**src/rtl/sd_cmd_engine.sv**
```systemverilog
// SD command-line engine: serialises a 48-bit command frame with CRC7 on sd_cmd_o
// and captures an optional 48-bit response from sd_cmd_i, reporting status to the host.
module sd_cmd_engine #(
   parameter int CLK_HALF     = 63,
   parameter int RESP_TIMEOUT = 64
) (
   input  logic        clk_clk,
   input  logic        reset_reset,
   input  logic        cmd_start,
   input  logic [5:0]  cmd_index,
   input  logic [31:0] cmd_arg,
   input  logic [1:0]  resp_type,
   output logic        busy,
   output logic        done,
   output logic [5:0]  resp_index,
   output logic [31:0] resp_arg,
   output logic        crc_err,
   output logic        timeout,
   output logic        sd_clk_o,
   output logic        sd_cmd_o,
   output logic        sd_cmd_oe,
   output logic        sd_cmd_dir,
   input  logic        sd_cmd_i
);

   localparam int DIV_W = (CLK_HALF > 1) ? $clog2(CLK_HALF) : 1;
   localparam int CNT_W = (RESP_TIMEOUT > 8) ? $clog2(RESP_TIMEOUT) : 3;
   localparam logic [DIV_W-1:0] DIV_LAST = DIV_W'(CLK_HALF - 1);
   localparam logic [CNT_W-1:0] TMO_LAST = CNT_W'(RESP_TIMEOUT - 1);
   localparam logic [CNT_W-1:0] NCC_LAST = CNT_W'(7);

   typedef enum logic [2:0] {IDLE, WAITF, SEND, WAITR, RECV, NCC} state_t;

   state_t            state, state_n;
   logic [DIV_W-1:0]  div_cnt;
   logic [CNT_W-1:0]  cnt;
   logic [5:0]        bit_cnt;
   logic [5:0]        idx_lat;
   logic [31:0]       arg_lat;
   logic [1:0]        type_lat;
   logic [47:0]       tx_sr;
   logic [46:0]       rx_sr;
   logic [47:0]       rx_next;
   logic [47:0]       tx_frame;
   logic              tick, fall_tk, rise_tk, need_resp;

   function automatic logic [6:0] crc7(input logic [39:0] d);
      logic [6:0] c;
      logic       fb;
      c = '0;
      for (int i = 39; i >= 0; i--) begin
         fb = d[i] ^ c[6];
         c  = {c[5:0], 1'b0};
         if (fb) c = c ^ 7'h09;
      end
      return c;
   endfunction

   assign tick       = (div_cnt == DIV_LAST);
   assign fall_tk    = tick & sd_clk_o;
   assign rise_tk    = tick & ~sd_clk_o;
   assign need_resp  = (type_lat == 2'b01) || (type_lat == 2'b10);
   assign tx_frame   = {2'b01, idx_lat, arg_lat, crc7({2'b01, idx_lat, arg_lat}), 1'b1};
   assign rx_next    = {rx_sr, sd_cmd_i};
   assign sd_cmd_dir = sd_cmd_oe;

   always_ff @(posedge clk_clk) begin
      if (reset_reset) state <= IDLE;
      else             state <= state_n;
   end

   // NOTE: every path assigns state_n after the default, so no latch is inferred.
   always_comb begin
      state_n = state;
      case (state)
         IDLE:  if (cmd_start) state_n = WAITF;
         WAITF: if (fall_tk) state_n = SEND;
         SEND:  if (fall_tk && bit_cnt == 6'd0) state_n = need_resp ? WAITR : NCC;
         WAITR: if (rise_tk) begin
                   // a start bit on the last counted edge still wins over the timeout
                   if (!sd_cmd_i)             state_n = RECV;
                   else if (cnt == TMO_LAST)  state_n = NCC;
                end
         RECV:  if (rise_tk && bit_cnt == 6'd0) state_n = NCC;
         NCC:   if (rise_tk && cnt == NCC_LAST) state_n = IDLE;
         default: state_n = IDLE;
      endcase
   end

   // NOTE: clocked state uses non-blocking assignments so all registers update together.
   always_ff @(posedge clk_clk) begin
      if (reset_reset) begin
         div_cnt    <= '0;
         sd_clk_o   <= 1'b0;
         cnt        <= '0;
         bit_cnt    <= '0;
         idx_lat    <= '0;
         arg_lat    <= '0;
         type_lat   <= '0;
         tx_sr      <= '0;
         rx_sr      <= '0;
         sd_cmd_o   <= 1'b1;
         sd_cmd_oe  <= 1'b0;
         busy       <= 1'b0;
         done       <= 1'b0;
         resp_index <= '0;
         resp_arg   <= '0;
         crc_err    <= 1'b0;
         timeout    <= 1'b0;
      end else begin
         done <= 1'b0;
         if (tick) begin
            div_cnt  <= '0;
            sd_clk_o <= ~sd_clk_o;
         end else begin
            div_cnt <= div_cnt + 1'b1;
         end

         // shared edge counter restarts whenever the state changes
         if (state_n != state) cnt <= '0;
         else if (rise_tk)     cnt <= cnt + 1'b1;

         case (state)
            IDLE: if (cmd_start) begin
               idx_lat    <= cmd_index;
               arg_lat    <= cmd_arg;
               type_lat   <= resp_type;
               resp_index <= '0;
               resp_arg   <= '0;
               crc_err    <= 1'b0;
               timeout    <= 1'b0;
               busy       <= 1'b1;
            end
            WAITF: if (fall_tk) begin
               sd_cmd_o  <= tx_frame[47];
               sd_cmd_oe <= 1'b1;
               tx_sr     <= {tx_frame[46:0], 1'b1};
               bit_cnt   <= 6'd47;
            end
            SEND: if (fall_tk) begin
               if (bit_cnt != 6'd0) begin
                  sd_cmd_o <= tx_sr[47];
                  tx_sr    <= {tx_sr[46:0], 1'b1};
                  bit_cnt  <= bit_cnt - 1'b1;
               end else begin
                  sd_cmd_oe <= 1'b0;
                  sd_cmd_o  <= 1'b1;
               end
            end
            WAITR: if (rise_tk) begin
               if (!sd_cmd_i) begin
                  rx_sr   <= rx_next[46:0];
                  bit_cnt <= 6'd46;
               end else if (cnt == TMO_LAST) begin
                  timeout <= 1'b1;
               end
            end
            RECV: if (rise_tk) begin
               rx_sr <= rx_next[46:0];
               if (bit_cnt == 6'd0) begin
                  resp_index <= rx_next[45:40];
                  resp_arg   <= rx_next[39:8];
                  crc_err    <= ((type_lat == 2'b01) && (crc7(rx_next[47:8]) != rx_next[7:1]))
                                || !rx_next[0];
               end else begin
                  bit_cnt <= bit_cnt - 1'b1;
               end
            end
            NCC: if (rise_tk && cnt == NCC_LAST) begin
               done <= 1'b1;
               busy <= 1'b0;
            end
            default: ;
         endcase
      end
   end

endmodule

```
**config.mk**
```make
export PLATFORM = sky130hd
export DESIGN_NAME = sd_cmd_engine
export DESIGN_NICKNAME = d
export VERILOG_FILES = /design/src/rtl/sd_cmd_engine.sv
export SDC_FILE = /design/constraint.sdc
export NUM_CORES = 1
export LEC_CHECK = 0
export ABC_AREA = 1
export CAP_MARGIN = 30
export CORE_MARGIN = 4
export CORE_UTILIZATION = 58
export DETAILED_ROUTE_END_ITERATION = 6
export PLACE_DENSITY = 0.76
export SETUP_SLACK_MARGIN = 0.1
export SYNTH_ARGS = -nofsm -noshare
export SYNTH_HDL_FRONTEND = slang
export SYNTH_SLANG_ARGS = --single-unit
```
**constraint.sdc**
```tcl
create_clock -name clk_clk -period 3 [get_ports clk_clk]
set_input_delay 0.6 -clock clk_clk [delete_from_list [all_inputs] [get_ports clk_clk]]
set_output_delay 0.6 -clock clk_clk [all_outputs]
set_load 0.01 [all_outputs]
```
# Yosys cells after proc, flatten, opt, wreduce, memory -nomap -nowiden
# Index checks and enable logic that the tools add are counted.
[word_totals]
ff_bits = 201
word_cells = 522
[classes]
n_eq_ne = 25
addsub = 3
mux = 292
n_reduce_logical = 28
bitwise_logic = 156
[ops]
columns = ["cell", "n"]
rows = [
  ["$mux 7", 160],
  ["$mux 4", 78],
  ["$not 2->2", 76],
  ["$mux 48", 3],
  ["$mux 47", 3],
  ["$mux 32", 3],
  ["$pmux 48 s2", 1],
  ["$pmux 47 s2", 1],
  ["$xor 1x1->1", 73],
  ["$pmux 32 s2", 1],
  ["$mux 6", 10],
  ["$mux 3", 9],
  ["$ne 2x2->1 const B", 13],
  ["$pmux 6 s4", 1],
  ["$pmux 3 s6", 1],
  ["$reduce_and 4->1", 4],
  ["$mux 1", 15],
  ["$add 6x1->6 const B", 2],
  ["$eq 6x6->1 const B", 2],
  ["$pmux 6 s2", 1],
  ["$pmux 1 s2", 5],
  ["$reduce_bool 2->1", 5],
  ["$reduce_and 8->1", 1],
  ["$ne 7x7->1", 1],
  ["22 further kinds", 35],
]

# Logic depth before layout (Yosys ltp)
# Gate-level depths: netlist of run 1.
[logic_depth]
depth_word = 245
depth_mapped = 34
depth_no_buf = 34

# Least setup slack after synthesis of run 1
# No wires, ideal clock.
[synth_timing]
path_kind = "register -> register"
from = "register rx_sr[43]"
to = "register crc_err"
slack_ns = 0.352
stages_incl_launch_ff = 33
setup_ns = 0.134
t_arrival_ns = 2.514
path_cell_list = "dfxtp_1 clkbuf_2 inv_1 nand2_1 nand2_1 nand2_1 nand2_1 nand2_1 nand2_1 nand2_1 nand2_1 nand2_1 nand2_1 nand2_1 nand2_1 nand2_1 nand2_1 nand2_1 nand2_2 inv_1 nand2_2 nand2_1 nand2_1 nand2_1 nand2_1 nand2_1 nand2_1 nor2_1 nand2_1 nand2_1 nand2_1 nand2_1 a21oi_1"
[synth_between]
elab_chain_len = 187
elab_cells_between_ends = 244
cone_classes = "eq/ne (1); mux (188); bitwise (53); reduce/logical (2)"
[synth_lines]
columns = ["element", "line_no", "text"]
rows = [
  ["start, declared", "42", "logic [46:0] rx_sr;"],
  ["start signal, assigned", "152", "rx_sr <= rx_next[46:0];"],
  ["start signal, assigned", "159", "rx_sr <= rx_next[46:0];"],
  ["$xor 1x1->1 (*)", "52", "fb = d[i] ^ c[6];"],
  ["$mux 4 (*)", "54", "if (fb) c = c ^ 7'h09;"],
  ["$mux 7 (*)", "160", "if (bit_cnt == 6'd0) begin"],
  ["$mux 7 (*)", "158", "RECV: if (rise_tk) begin"],
  ["$mux 7 (*)", "123", "case (state)"],
  ["$mux 7 (*)", "92", "if (reset_reset) begin"],
  ["$mux 4", "54", ""],
  ["$mux 7 (*)", "160", ""],
  ["[... 171 more ...]", "n/a", ""],
  ["$mux 7 (*)", "123", ""],
  ["$mux 7 (*)", "92", ""],
  ["$ne 7x7->1 (*)", "163", "crc_err <= ((type_lat == 2'b01) && (crc7(rx_next[47:8]) != rx_next[7:1]))"],
  ["$logic_and 1x1->1 (*)", "163", ""],
  ["$logic_or 1x1->1 (*)", "164", "|| !rx_next[0];"],
  ["$mux 1 (*)", "160", ""],
  ["$mux 1 (*)", "158", ""],
  ["$pmux 1 s2 (*)", "123", ""],
  ["end signal, assigned", "163", ""],
  ["end, declared", "17", "output logic crc_err,"],
]
# Every way passes the cells marked *; elsewhere a longest branch is shown, timed or not. The select of a mux whose other input is x is not followed.
# A chain may end at the register's enable or synchronous reset.

# Worst setup path in the final report of run 1
[layout_timing]
from = "register idx_lat[0]"
to = "register tx_sr[8]"
[layout_between]
elab_chain_len = 26
elab_cells_between_ends = 59
cone_classes = "mux (32); bitwise (27)"
[layout_lines]
columns = ["element", "line_no", "text"]
rows = [
  ["start, declared", "38", "logic [5:0] idx_lat;"],
  ["start signal, assigned", "125", "idx_lat <= cmd_index;"],
  ["$xor 1x1->1 (*)", "52", ""],
  ["$mux 4 (*)", "54", ""],
  ["$xor 1x1->1 or $mux 4 (tied branches)", "52, 54", ""],
  ["$mux 4", "54", ""],
  ["$xor 1x1->1 (tied with other cells)", "52", ""],
  ["$mux 4", "54", ""],
  ["$xor 1x1->1 (tied with other cells)", "52", ""],
  ["$mux 4", "54", ""],
  ["[... 10 more ...]", "n/a", ""],
  ["$xor 1x1->1 (tied with other cells)", "52", ""],
  ["$mux 4", "54", ""],
  ["$mux 4 (tied with other cells)", "54", ""],
  ["$mux 4", "54", ""],
  ["$not 2->2 (no line) or $xor 1x1->1 (tied branches)", "n/a", ""],
  ["$mux 4 (*)", "54", ""],
  ["$mux 48 (*)", "134", "WAITF: if (fall_tk) begin"],
  ["$pmux 48 s2 (*)", "123", ""],
  ["end signal, assigned", "137", "tx_sr <= {tx_frame[46:0], 1'b1};"],
  ["end signal, assigned", "143", "tx_sr <= {tx_sr[46:0], 1'b1};"],
  ["end, declared", "41", "logic [47:0] tx_sr;"],
]
# Marked as above.

==> metrics.txt, run 1 <==
# TYPE chip_impl_metric gauge
chip_impl_metric{name="min_period_over_period",unit="%"} 103
chip_impl_info{name="layout_common_cells",value="sky130_fd_sc_hd__nand2_1 (329), sky130_fd_sc_hd__dfxtp_1 (180), sky130_fd_sc_hd__o21ai_0 (139), sky130_fd_sc_hd__a21oi_1 (134), sky130_fd_sc_hd__inv_1 (131)"} 1
chip_impl_info{name="grt_busiest_layer",value="met2"} 1
chip_impl_metric{name="max_cap_violations",unit=""} 0
chip_impl_info{name="regToRegStartpoint",value="idx_lat[0]"} 1
chip_impl_metric{name="dp_worst_setup_slack",unit="ps"} -107
chip_impl_metric{name="dr.first_iter.drc_count",unit=""} 772
chip_impl_metric{name="dieHeight",unit="um"} 139
chip_impl_metric{name="power.ir.vdd_worst",unit="uV"} 1040
chip_impl_metric{name="cts.clk_slew.worst_paths",unit="ps"} 60
chip_impl_metric{name="final_nets",unit=""} 1638
chip_impl_metric{name="dr.pass1.iters",unit=""} 7
chip_impl_metric{name="crit_buf_inv",unit=""} 3
chip_impl_metric{name="synth.yosys.seq_area_share",unit="%"} 40.1
chip_impl_metric{name="synth-adder-area-share",unit="%"} 0.749
chip_impl_metric{name="cpPeakStageDelay",unit="ps"} 360
chip_impl_metric{name="mappedNetlistNets",unit=""} 1551
chip_impl_metric{name="tritoncts_num_sinks",unit=""} 201
chip_impl_info{name="path_common_cell",value="sky130_fd_sc_hd__nand2_4"} 1
chip_impl_info{name="path_cells",value="xnor2_4, xor2_2, xor2_2, buf_4, or2_2, nand2_4, inv_2, nand2_4, nand2_4, nand3_4, nand2_4, nand3_4, nand2_4, nand2_2, nand2_4, nand2_2, inv_2, nor2_4, o21ai_1, o21ai_1, a21oi_1"} 1
chip_impl_metric{name="design.portCount",unit=""} 90
chip_impl_metric{name="dieArea",unit="um^2"} 19500
chip_impl_metric{name="leakagePower",unit="nW"} 5.48
chip_impl_metric{name="port_buffers",unit=""} 89
chip_impl_metric{name="area_growth_syn_to_layout",unit="%"} 34.2
chip_impl_metric{name="worst_ep_arrival_time",unit="ps"} 3430
chip_impl_metric{name="first_global_vias",unit=""} 9117
chip_impl_metric{name="routed_length_per_placed_instance",unit="um"} 15.6
chip_impl_info{name="cp_slowest_cell",value="sky130_fd_sc_hd__dfxtp_4"} 1
chip_impl_metric{name="final_max_slew_viol_count",unit=""} 0
chip_impl_metric{name="maxSlewHeadroom",unit="%"} 55.4
chip_impl_info{name="crit_type",value="reg2reg"} 1
chip_impl_metric{name="fin_skew",unit="ps"} 12.5
chip_impl_metric{name="hpwl",unit="um"} 16400
chip_impl_metric{name="fillCellCount",unit=""} 1167
chip_impl_metric{name="hold_buffers",unit=""} 0
chip_impl_metric{name="layout_min_cycle_time",unit="ps"} 3080
chip_impl_metric{name="critical_path_required",unit="ps"} 3340
chip_impl_metric{name="post_synth_inst_count",unit=""} 1501
chip_impl_metric{name="proportion_of_synthesized_area_in_mux_cells",unit="%"} 0
chip_impl_info{name="ys_dominant_reg_cell",value="sky130_fd_sc_hd__dfxtp_1"} 1
chip_impl_metric{name="core-area",unit="um^2"} 16800
chip_impl_metric{name="grt_start_max_net_pins",unit=""} 94
chip_impl_metric{name="antenna_found_initial",unit=""} 0
chip_impl_info{name="crit_path_end_kind",value="register"} 1
chip_impl_metric{name="route.vias.total",unit=""} 10200
chip_impl_info{name="ctsRootBufferMaster",value="sky130_fd_sc_hd__clkbuf_16"} 1
chip_impl_info{name="whs_endpoint",value="busy"} 1
chip_impl_metric{name="final_count_of_hold_timing_violations",unit=""} 0
chip_impl_metric{name="grt_util_met3",unit="%"} 3.91
chip_impl_metric{name="r2r_cells",unit=""} 21
chip_impl_metric{name="proportion_of_layout_cells_with_a_drive_suffix_above_1",unit="%"} 24.0
chip_impl_metric{name="synthDistinctLibCells",unit=""} 42
chip_impl_metric{name="yosys_warnings",unit=""} 0
chip_impl_metric{name="met2_layer_usage_reported_by_global_route",unit="%"} 44.3
chip_impl_metric{name="cts_buffer_depth",unit=""} 3
chip_impl_info{name="status",value="complete, but fails checks"} 1
chip_impl_metric{name="postLayoutSetupSlackWorst",unit="ps"} -82.4
chip_impl_metric{name="use_met1",unit="%"} 31.5
chip_impl_metric{name="sequential_standard_cell_area",unit="um^2"} 4070
chip_impl_metric{name="tightest_slew",unit="ps"} 669
chip_impl_metric{name="synth-edff-count",unit=""} 0
chip_impl_metric{name="syn_area_per_cell",unit="um^2"} 6.68
chip_impl_metric{name="initial_utilization",unit="%"} 59.8
chip_impl_metric{name="synth-simple-area-share",unit="%"} 27.9
chip_impl_metric{name="finalWirelength",unit="um"} 28500
chip_impl_info{name="grt_setup_unrepaired",value="true"} 1
chip_impl_metric{name="synth_xor_area_share",unit="%"} 4.70
chip_impl_metric{name="regToRegSetupSlack",unit="ps"} -80
chip_impl_metric{name="power_per_cell_area",unit="nW/um^2"} 937
chip_impl_info{name="hp-class",value="reg2reg"} 1
chip_impl_metric{name="compound_gate_fraction_of_synth_area",unit="%"} 17.9
chip_impl_metric{name="gp_congestion",unit=""} 0.904
chip_impl_metric{name="clock_tree.htree_level_count",unit=""} 1
chip_impl_metric{name="clkLatencyLatePin",unit="ps"} 490
chip_impl_info{name="path_delay_family",value="simple AND/OR/NAND/NOR gates"} 1
chip_impl_metric{name="setup-tns-final",unit="ps"} -89.8
chip_impl_info{name="min_from",value="busy"} 1
chip_impl_metric{name="postSynth.asyncResetShare",unit="%"} 0
chip_impl_metric{name="global_route_wire_length_before_repair",unit="um"} 41900
chip_impl_metric{name="syn_area",unit="um^2"} 10000
chip_impl_metric{name="cts_made_buffers",unit=""} 21
chip_impl_info{name="most_common_cell_after_layout_fill_and_taps_aside",value="sky130_fd_sc_hd__nand2_1"} 1
chip_impl_metric{name="setup_violations",unit=""} 4
chip_impl_metric{name="detail_route.drc_violations",unit=""} 0
chip_impl_metric{name="grt_overflow_total",unit=""} 0
chip_impl_info{name="crit_path_start_kind",value="register"} 1
chip_impl_metric{name="antenna_cells_inserted",unit=""} 0
chip_impl_metric{name="die_width",unit="um"} 139
chip_impl_metric{name="global_route.usage.total",unit="%"} 24.8
chip_impl_metric{name="antenna_violating_nets_post_route",unit=""} 0
chip_impl_metric{name="critical_path_peak_fanout",unit=""} 4
chip_impl_metric{name="rows",unit=""} 47
chip_impl_metric{name="achievable_frequency",unit="MHz"} 324
chip_impl_metric{name="route.detailed.vias_per_inst",unit=""} 5.62
chip_impl_info{name="failing_checks",value="setup timing"} 1
chip_impl_info{name="rr_endpoint",value="tx_sr[8]"} 1
chip_impl_metric{name="multi_input_area",unit="um^2"} 6530
chip_impl_metric{name="hold_path_depth",unit=""} 2
chip_impl_info{name="tritoncts_clock_tree",value="built"} 1
chip_impl_info{name="synth_top_family_by_area",value="simple AND/OR/NAND/NOR gates"} 1
chip_impl_metric{name="ys_ff_latch",unit=""} 201
==> metrics by stage <==
step	area, um^2	utilization, %	hold WS (ps)	power (mW)	instances
2_1_floorplan	10000	-	430	6.22	1501
3_3_place_gp	11300	67.2	444	7.00	1775
3_5_place_dp	11300	67.2	454	7.09	1775
4_1_cts	12300	73.3	462	10.3	1816
5_1_grt	13500	80.3	479	13.3	1822
6_report	13500	80.3	462	12.6	1822
==> what timing repair did <==
action,in CTS,in global routing
pin swaps,28,99
buffers inserted,4,6
endpoints found under the setup margin,8,14
resized for setup,77,283
==> flip-flops by register name, indices dropped and copies added (netlist names), 2 cells and up <==
name,cells
arg_lat,32
bit_cnt,6
rx_sr,47
type_lat,2
div_cnt,6
resp_index,6
state,3
cnt,6
idx_lat,6
tx_sr,48
resp_arg,32
==> cell usage after synthesis, types with 2 or more instances <==
library cell               instances  area share, %
sky130_fd_sc_hd__nor2_1           65            2.4
sky130_fd_sc_hd__buf_4             2           0.15
sky130_fd_sc_hd__nand2_2          10           0.62
sky130_fd_sc_hd__nand2_1         476             18
sky130_fd_sc_hd__a21oi_1         134            6.7
sky130_fd_sc_hd__xnor2_1          12            1.0
sky130_fd_sc_hd__xor2_1           27            2.4
sky130_fd_sc_hd__inv_1           152            5.7
sky130_fd_sc_hd__o211ai_1          3           0.22
sky130_fd_sc_hd__clkbuf_1         59            2.2
sky130_fd_sc_hd__clkbuf_2          2           0.10
sky130_fd_sc_hd__nand3b_1          4           0.30
sky130_fd_sc_hd__xnor2_2           5           0.81
sky130_fd_sc_hd__nor3b_1           2           0.15
sky130_fd_sc_hd__xor2_2            3           0.49
sky130_fd_sc_hd__a211oi_1          2           0.15
sky130_fd_sc_hd__nor4_1            2           0.12
sky130_fd_sc_hd__dfxtp_1         201             40
sky130_fd_sc_hd__a31oi_1          43            2.7
sky130_fd_sc_hd__nand3_1         108            5.4
sky130_fd_sc_hd__inv_2             3           0.11
sky130_fd_sc_hd__or2_2             4           0.25
sky130_fd_sc_hd__buf_2             7           0.35
sky130_fd_sc_hd__nand4_1           4           0.25
sky130_fd_sc_hd__o21ai_0         140            7.0
sky130_fd_sc_hd__a21oi_2           3           0.26
sky130_fd_sc_hd__nor3_1            6           0.30
sky130_fd_sc_hd__o21ai_1           3           0.15
sky130_fd_sc_hd__ha_1              6           0.75
==> power by group <==
| part | switching [mW] | total (mW) | internal [mW] |
|---|---|---|---|
| logic | 4.45 | 7.18 | 2.73 |
| registers | 0.0900 | 2.84 | 2.75 |
| clock network | 1.04 | 2.59 | 1.55 |
==> routing by layer <==
layer	vias to the layer above	routed length, um
met2	344	14300
met1	4780	11600
met5	-	0
met4	0	936
li1	5027	-
met3	88	1640
==> area by class of cell <==
cell class	count	area share, %
clock buffer	34	5.09
clock inverter	3	0.112
inverter	155	4.32
multi-input combinational	1074	48.5
sequential	201	30.3
tap	220	2.05
timing repair buffer	135	9.69
==> tightest hold or removal path: stages, from the launching register on <==
cell and delay, ps:
sky130_fd_sc_hd__dfxtp_1 310, sky130_fd_sc_hd__nand2_1 60, sky130_fd_sc_hd__a21oi_1 50
==> how the worst max path moves through the flow <==
stage,to,cells past startpoint,startpoint
detailed placement,crc_err,31,rx_sr[44]
global route,crc_err,32,rx_sr[45]
CTS,crc_err,31,rx_sr[43]
finish,tx_sr[8],21,idx_lat[0]
floorplan,crc_err,32,rx_sr[43]
global placement,crc_err,31,rx_sr[44]
==> kinds of logic after synthesis <==
logic type	after synthesis
adder cells (fa/ha/maj)	6
XOR/XNOR	47
flip-flops	201
AO/OA/AOI/OAI	337
AND/OR/NAND/NOR	684
buffers and inverters	226
Power figures use the tool's default switching activity.
==> run 2, diff against run 1 <==
--- a/config.mk
+++ b/config.mk
@@ -12,6 +12,7 @@
 export DETAILED_ROUTE_END_ITERATION = 6
 export PLACE_DENSITY = 0.76
 export SETUP_SLACK_MARGIN = 0.1
+export SKIP_LAST_GASP = 1
 export SYNTH_ARGS = -nofsm -noshare
 export SYNTH_HDL_FRONTEND = slang
 export SYNTH_SLANG_ARGS = --single-unit
==> run 2 against run 1 <==
Net effect:
- the flow still finishes with violations (setup timing)
- first-iteration DRC count shrank 0.78%
- sequential share of layout area is essentially flat
- critical path type unchanged
- clock-buffer cell count is the same
- clock power is essentially flat
- sequential power is essentially flat
- total power shrank 0.32%
==> metrics.txt, run 2 (same netlist as run 1, synthesis figures left out) <==
# TYPE chip_impl_metric gauge
chip_impl_info{name="status",value="complete, but fails checks"} 1
chip_impl_info{name="failing_checks",value="setup timing"} 1
chip_impl_info{name="register_with_the_most_flip_flops",value="tx_sr"} 1
chip_impl_metric{name="grt_overflow_total",unit=""} 0
chip_impl_metric{name="cts_made_buffers",unit=""} 21
chip_impl_info{name="path_cells",value="xnor2_4, xor2_2, xor2_2, buf_4, or2_2, nand2_4, inv_2, nand2_4, nand2_4, nand3_4, nand2_4, nand2_4, nand2_2, nand3_4, nand2_4, nand2_2, inv_2, nor2_4, o21ai_1, o21ai_1, a21oi_1"} 1
chip_impl_info{name="cp_slowest_cell",value="sky130_fd_sc_hd__dfxtp_4"} 1
chip_impl_metric{name="fin_skew",unit="ps"} 15.2
chip_impl_metric{name="dpl_cell_area",unit="um^2"} 11300
chip_impl_metric{name="achievable_frequency",unit="MHz"} 327
chip_impl_metric{name="leakagePower",unit="nW"} 5.48
chip_impl_metric{name="clkLatencyLatePin",unit="ps"} 500
chip_impl_metric{name="postLayoutSetupSlackWorst",unit="ps"} -54.5
chip_impl_metric{name="global_route_wire_length_before_repair",unit="um"} 41900
chip_impl_metric{name="first_global_vias",unit=""} 9117
chip_impl_metric{name="detail_route.drc_violations",unit=""} 0
chip_impl_metric{name="core-area",unit="um^2"} 16800
chip_impl_metric{name="antenna_cells_inserted",unit=""} 0
chip_impl_metric{name="met2_layer_usage_reported_by_global_route",unit="%"} 44.3
chip_impl_info{name="tritoncts_clock_tree",value="built"} 1
chip_impl_metric{name="gp_congestion",unit=""} 0.904
chip_impl_metric{name="tightest_slew",unit="ps"} 675
chip_impl_metric{name="area_growth_syn_to_layout",unit="%"} 34.1
chip_impl_metric{name="maxSlewHeadroom",unit="%"} 55.0
chip_impl_metric{name="final_nets",unit=""} 1638
chip_impl_metric{name="critical_path_peak_fanout",unit=""} 4
chip_impl_metric{name="finish.instance_area",unit="um^2"} 13400
chip_impl_metric{name="worst_ep_arrival_time",unit="ps"} 3400
chip_impl_metric{name="setup_violations",unit=""} 3
chip_impl_metric{name="hpwl",unit="um"} 16400
chip_impl_metric{name="cts_buffer_depth",unit=""} 3
chip_impl_metric{name="final_count_of_hold_timing_violations",unit=""} 0
chip_impl_info{name="ctsRootBufferMaster",value="sky130_fd_sc_hd__clkbuf_16"} 1
chip_impl_metric{name="use_met1",unit="%"} 31.5
chip_impl_info{name="crit_path_start_kind",value="register"} 1
chip_impl_metric{name="cpPeakStageDelay",unit="ps"} 370
chip_impl_metric{name="proportion_of_layout_cells_with_a_drive_suffix_above_1",unit="%"} 24.0
chip_impl_metric{name="critical_path_required",unit="ps"} 3340
chip_impl_metric{name="dieHeight",unit="um"} 139
chip_impl_metric{name="r2r_cells",unit=""} 21
chip_impl_metric{name="cts.clk_slew.worst_paths",unit="ps"} 60
chip_impl_metric{name="dr.pass1.iters",unit=""} 5
chip_impl_metric{name="dieArea",unit="um^2"} 19500
chip_impl_info{name="crit_path_end_kind",value="register"} 1
chip_impl_metric{name="design.portCount",unit=""} 90
chip_impl_metric{name="route.vias.total",unit=""} 10300
chip_impl_info{name="layout_common_cells",value="sky130_fd_sc_hd__nand2_1 (329), sky130_fd_sc_hd__dfxtp_1 (180), sky130_fd_sc_hd__o21ai_0 (139), sky130_fd_sc_hd__a21oi_1 (134), sky130_fd_sc_hd__inv_1 (131)"} 1
chip_impl_metric{name="setup-tns-final",unit="ps"} -62.9
chip_impl_metric{name="die_width",unit="um"} 139
chip_impl_metric{name="grt_util_met3",unit="%"} 3.91
chip_impl_metric{name="rows",unit=""} 47
chip_impl_metric{name="fillCellCount",unit=""} 1174
chip_impl_metric{name="routed_length_per_placed_instance",unit="um"} 15.7
chip_impl_info{name="hp-class",value="reg2reg"} 1
chip_impl_metric{name="min_period_over_period",unit="%"} 102
chip_impl_metric{name="power.ir.vdd_worst",unit="uV"} 1250
chip_impl_metric{name="layout_min_cycle_time",unit="ps"} 3050
chip_impl_metric{name="dr.first_iter.drc_count",unit=""} 766
chip_impl_metric{name="port_buffers",unit=""} 89
chip_impl_info{name="grt_setup_unrepaired",value="true"} 1
chip_impl_metric{name="hold_path_depth",unit=""} 2
chip_impl_metric{name="power_per_cell_area",unit="nW/um^2"} 935
chip_impl_metric{name="hold_buffers",unit=""} 0
chip_impl_metric{name="finalWirelength",unit="um"} 28600
chip_impl_metric{name="tritoncts_num_sinks",unit=""} 201
chip_impl_info{name="crit_type",value="reg2reg"} 1
chip_impl_info{name="most_common_cell_after_layout_fill_and_taps_aside",value="sky130_fd_sc_hd__nand2_1"} 1
chip_impl_info{name="grt_busiest_layer",value="met2"} 1
chip_impl_metric{name="final_max_slew_viol_count",unit=""} 0
chip_impl_metric{name="multi_input_area",unit="um^2"} 6520
chip_impl_metric{name="max_cap_violations",unit=""} 0
chip_impl_metric{name="grt_start_max_net_pins",unit=""} 94
chip_impl_metric{name="sequential_standard_cell_area",unit="um^2"} 4070
chip_impl_metric{name="initial_utilization",unit="%"} 59.8
chip_impl_metric{name="global_route.usage.total",unit="%"} 24.8
chip_impl_metric{name="clock_tree.htree_level_count",unit=""} 1
chip_impl_info{name="path_common_cell",value="sky130_fd_sc_hd__nand2_4"} 1
chip_impl_metric{name="antenna_found_initial",unit=""} 0
chip_impl_metric{name="largest_register_ffs",unit=""} 48
chip_impl_metric{name="antenna_violating_nets_post_route",unit=""} 0
chip_impl_metric{name="route.detailed.vias_per_inst",unit=""} 5.63
chip_impl_info{name="largestRegisters",value="tx_sr (48), rx_sr (47)"} 1
## run 2: cell count changes in the layout (fill, tap and decap cells not counted)
| cell | change |
|---|---|
| sky130_fd_sc_hd__nand2_4 | -2 |
| sky130_fd_sc_hd__nand2_2 | +2 |
## run 2: worst paths after layout
| kind | slack, ps | endpoint | start |
|---|---|---|---|
| max | -50 | tx_sr[8] | idx_lat[0] |
| min | 460 | resp_arg[30] | resp_arg[30] |
| max reg2reg | -50 | tx_sr[8] | idx_lat[0] |
| min reg2reg | 460 | resp_arg[30] | resp_arg[30] |
## run 2: power breakdown
| part | internal (mW) | switching, mW |
|---|---|---|
| registers | 2.75 | 0.0901 |
| logic | 2.71 | 4.42 |
| clock network | 1.55 | 1.05 |
## run 2: area by class of cell
cell class	count	share of cell area (%)
well taps	220	2.05
multi-input cells	1074	48.5
inverters	155	4.33
clock inverters	3	0.112
flip-flops and latches	201	30.3
repair buffers	135	9.69
clock buffers	34	5.09
## run 2: what timing repair did
item                       CTS  global route
setup endpoints to repair    8            14
pin swaps                   28            97
gates resized for setup     77           281
setup buffers                4             6
cloned                       0             0
## run 2: routing by layer
layer / part of all wire (%) / wire length (um) / vias up
li1: - / - / 5025
met5: 0 / 0 / -
met4: 2.3 / 660 / 0
met2: 51 / 14500 / 348
met3: 5.5 / 1580 / 56
met1: 42 / 11900 / 4834
## run 2: critical path, delay by kind of cell, from the launching register on
kind / cells / cell delay, ps
AO/OA/AOI/OAI: 3 / 350
flip-flops: 1 / 370
buffers and inverters: 3 / 250
AND/OR/NAND/NOR: 12 / 1390
XOR/XNOR: 3 / 550
## run 2: per-stage QoR
step                      setup WS (ps)  cells  utilization [%]  hold slack (ps)  total power [mW]
final                             -54.5   1822             80.2              462              12.6
after global routing               -254   1822             80.2              479              13.3
after CTS                          78.8   1816             73.3              462              10.3
after detailed placement           -107   1775             67.2              454              7.09
after global placement            -42.7   1775             67.2              444              7.00
after floorplan                     352   1501                -              430              6.22
==> run 3, diff against run 2 <==
--- a/config.mk
+++ b/config.mk
@@ -8,11 +8,13 @@
 export ABC_AREA = 1
 export CAP_MARGIN = 30
 export CORE_MARGIN = 4
-export CORE_UTILIZATION = 58
+export CORE_UTILIZATION = 59
+export CTS_CLUSTER_SIZE = 20
 export DETAILED_ROUTE_END_ITERATION = 6
-export PLACE_DENSITY = 0.76
+export PLACE_DENSITY = 0.77
 export SETUP_SLACK_MARGIN = 0.1
 export SKIP_LAST_GASP = 1
 export SYNTH_ARGS = -nofsm -noshare
 export SYNTH_HDL_FRONTEND = slang
 export SYNTH_SLANG_ARGS = --single-unit
+export TNS_END_PERCENT = 100
==> constraint.sdc (replaced) <==
create_clock -name clk_clk -period 3.7 [get_ports clk_clk]
set_input_delay 0.74 -clock clk_clk [delete_from_list [all_inputs] [get_ports clk_clk]]
set_output_delay 0.74 -clock clk_clk [all_outputs]
set_load 0.01 [all_outputs]
==> run 3 against run 2 <==
Net effect:
- the flow now finishes without violations
- maximum frequency decreased by 0.25%
- combinational power decreased by 54%
- non-clock buffer count decreased by 29
- highest routed layer is now met5
- final cell count decreased by 1.8%
- clock power decreased by 25%
- critical path depth increased by 11
- setup slack improved by 690 ps
==> metrics.txt, run 3 (same netlist as run 1, synthesis figures left out) <==
# TYPE chip_impl_metric gauge
chip_impl_metric{name="cts_made_buffers",unit=""} 22
chip_impl_metric{name="clock_tree.htree_level_count",unit=""} 1
chip_impl_metric{name="totalPowerFinal",unit="mW"} 7.54
chip_impl_metric{name="dp_cells",unit=""} 1756
chip_impl_metric{name="grt_start_max_net_pins",unit=""} 82
chip_impl_metric{name="cpPeakStageDelay",unit="ps"} 340
chip_impl_metric{name="antenna_found_initial",unit=""} 1
chip_impl_metric{name="detail_route.drc_violations",unit=""} 0
chip_impl_metric{name="layout_min_cycle_time",unit="ps"} 3060
chip_impl_metric{name="hpwl",unit="um"} 16500
chip_impl_metric{name="achievable_frequency",unit="MHz"} 327
chip_impl_metric{name="final_count_of_hold_timing_violations",unit=""} 0
chip_impl_info{name="ctsRootBufferMaster",value="sky130_fd_sc_hd__clkbuf_16"} 1
chip_impl_info{name="cp_slowest_cell",value="sky130_fd_sc_hd__dfxtp_2"} 1
chip_impl_metric{name="initial_utilization",unit="%"} 60.3
chip_impl_metric{name="port_buffers",unit=""} 89
chip_impl_metric{name="tritoncts_num_sinks",unit=""} 201
chip_impl_info{name="hp-class",value="reg2reg"} 1
chip_impl_metric{name="rows",unit=""} 47
chip_impl_info{name="most_common_cell_after_layout_fill_and_taps_aside",value="sky130_fd_sc_hd__nand2_1"} 1
chip_impl_metric{name="worst_ep_arrival_time",unit="ps"} 3420
chip_impl_metric{name="antenna_violating_nets_post_route",unit=""} 0
chip_impl_metric{name="dieHeight",unit="um"} 138
chip_impl_metric{name="global_route.usage.total",unit="%"} 24.1
chip_impl_metric{name="met3WireLength",unit="um"} 1170
chip_impl_metric{name="dpl_cell_area",unit="um^2"} 11100
chip_impl_metric{name="routed_length_per_placed_instance",unit="um"} 13.2
chip_impl_info{name="grt_setup_unrepaired",value="false"} 1
chip_impl_info{name="crit_type",value="reg2reg"} 1
chip_impl_metric{name="finalWirelength",unit="um"} 23500
chip_impl_info{name="largestRegisters",value="tx_sr (48), rx_sr (47)"} 1
chip_impl_info{name="status",value="finished clean"} 1
chip_impl_info{name="tritoncts_clock_tree",value="built"} 1
chip_impl_metric{name="proportion_of_layout_cells_with_a_drive_suffix_above_1",unit="%"} 5.54
chip_impl_metric{name="hold_buffers",unit=""} 0
chip_impl_metric{name="postLayoutSetupSlackWorst",unit="ps"} 638
chip_impl_metric{name="final_cell_count_no_fill",unit=""} 1789
chip_impl_metric{name="final_max_slew_viol_count",unit=""} 0
chip_impl_metric{name="met2WireLength",unit="um"} 11300
chip_impl_metric{name="core-area",unit="um^2"} 16600
chip_impl_metric{name="power_per_cell_area",unit="nW/um^2"} 642
chip_impl_metric{name="route.vias.total",unit=""} 9492
chip_impl_metric{name="setup-tns-final",unit="ps"} 0
chip_impl_metric{name="gp_congestion",unit=""} 0.904
chip_impl_metric{name="die_width",unit="um"} 138
chip_impl_metric{name="cts_buffer_depth",unit=""} 3
chip_impl_metric{name="design.portCount",unit=""} 90
chip_impl_metric{name="grt_overflow_total",unit=""} 0
chip_impl_metric{name="global_route_wire_length_before_repair",unit="um"} 40700
chip_impl_metric{name="max_cap_violations",unit=""} 0
chip_impl_metric{name="cts_setup_buffers",unit=""} 0
chip_impl_metric{name="leakagePower",unit="nW"} 4.91
chip_impl_metric{name="antenna_cells_inserted",unit=""} 0
chip_impl_metric{name="fin_worst_hold_slack",unit="ps"} 459
chip_impl_metric{name="clkLatencyLatePin",unit="ps"} 510
chip_impl_metric{name="critical_path_required",unit="ps"} 4060
chip_impl_metric{name="setup_violations",unit=""} 0
chip_impl_metric{name="min_period_over_period",unit="%"} 82.8
chip_impl_metric{name="critical_path_peak_fanout",unit=""} 5
chip_impl_metric{name="maxSlewHeadroom",unit="%"} 47.2
chip_impl_metric{name="largest_register_ffs",unit=""} 48
chip_impl_metric{name="route.detailed.vias_per_inst",unit=""} 5.31
chip_impl_info{name="topRoutingLayerUsed",value="met5"} 1
chip_impl_metric{name="finish.utilization",unit="%"} 70.5
chip_impl_info{name="register_with_the_most_flip_flops",value="tx_sr"} 1
chip_impl_metric{name="power.ir.vdd_worst",unit="uV"} 1000
chip_impl_metric{name="tightest_slew",unit="ps"} 791
chip_impl_metric{name="finish.instance_area",unit="um^2"} 11700
chip_impl_metric{name="cts.clk_slew.worst_paths",unit="ps"} 60
chip_impl_info{name="path_common_cell",value="sky130_fd_sc_hd__nand2_1"} 1
chip_impl_metric{name="cts.repair.resized",unit=""} 0
chip_impl_info{name="crit_path_end_kind",value="register"} 1
chip_impl_metric{name="dr.pass1.iters",unit=""} 6
chip_impl_metric{name="dieArea",unit="um^2"} 19100
chip_impl_info{name="layout_common_cells",value="sky130_fd_sc_hd__nand2_1 (476), sky130_fd_sc_hd__dfxtp_1 (195), sky130_fd_sc_hd__inv_1 (151), sky130_fd_sc_hd__o21ai_0 (139), sky130_fd_sc_hd__a21oi_1 (134)"} 1
chip_impl_metric{name="area_growth_syn_to_layout",unit="%"} 17.0
chip_impl_metric{name="final_nets",unit=""} 1610
chip_impl_metric{name="dr.first_iter.drc_count",unit=""} 559
chip_impl_metric{name="met1Wirelength",unit="um"} 10600
chip_impl_metric{name="first_global_vias",unit=""} 8924
chip_impl_metric{name="fin_skew",unit="ps"} 15.2
chip_impl_metric{name="dp_worst_setup_slack",unit="ps"} 533
chip_impl_info{name="crit_path_start_kind",value="register"} 1
run 3: changes by cell type in the layout (fill, tap and decap cells not counted), sizes merged:
cell and delta:
clkbuf -4, buf -29
run 3: power breakdown:
part	internal (mW)	leakage, nW	switching (mW)
Combinational	1.21	2.97	2.09
Clock	1.12	0.307	0.829
Sequential	2.23	1.63	0.0576
run 3: critical path, delay by kind of cell, from the launching register on:
kind | cells | cell delay, ps
AND/OR/NAND/NOR | 28 | 2310
flip-flops | 1 | 340
buffers and inverters | 3 | 220
AO/OA/AOI/OAI | 1 | 60
run 3: cell type report:
cell class / instances / area (um^2)
fill: 1437 / 4910
sequential: 201 / 4030
clock inverter: 3 / 26.3
tap: 220 / 275
clock buffer: 30 / 601
multi-input combinational: 1074 / 5170
timing repair buffer: 106 / 1050
inverter: 155 / 582
run 3: final timing paths:
path	start	to	slack (ps)	depth (start not counted)
worst max register to register	rx_sr[45]	crc_err	640	32
worst min-delay path	resp_index[4]	resp_index[4]	460	2
worst max-delay path	rx_sr[45]	crc_err	640	32
worst min register to register	resp_index[4]	resp_index[4]	460	2
run 3: per-layer routing:
metal	up-vias	global-route usage (%)
met5	-	0
met4	2	4.99
met3	36	4.14
met2	192	43.2
met1	4279	30.7
li1	4983	-
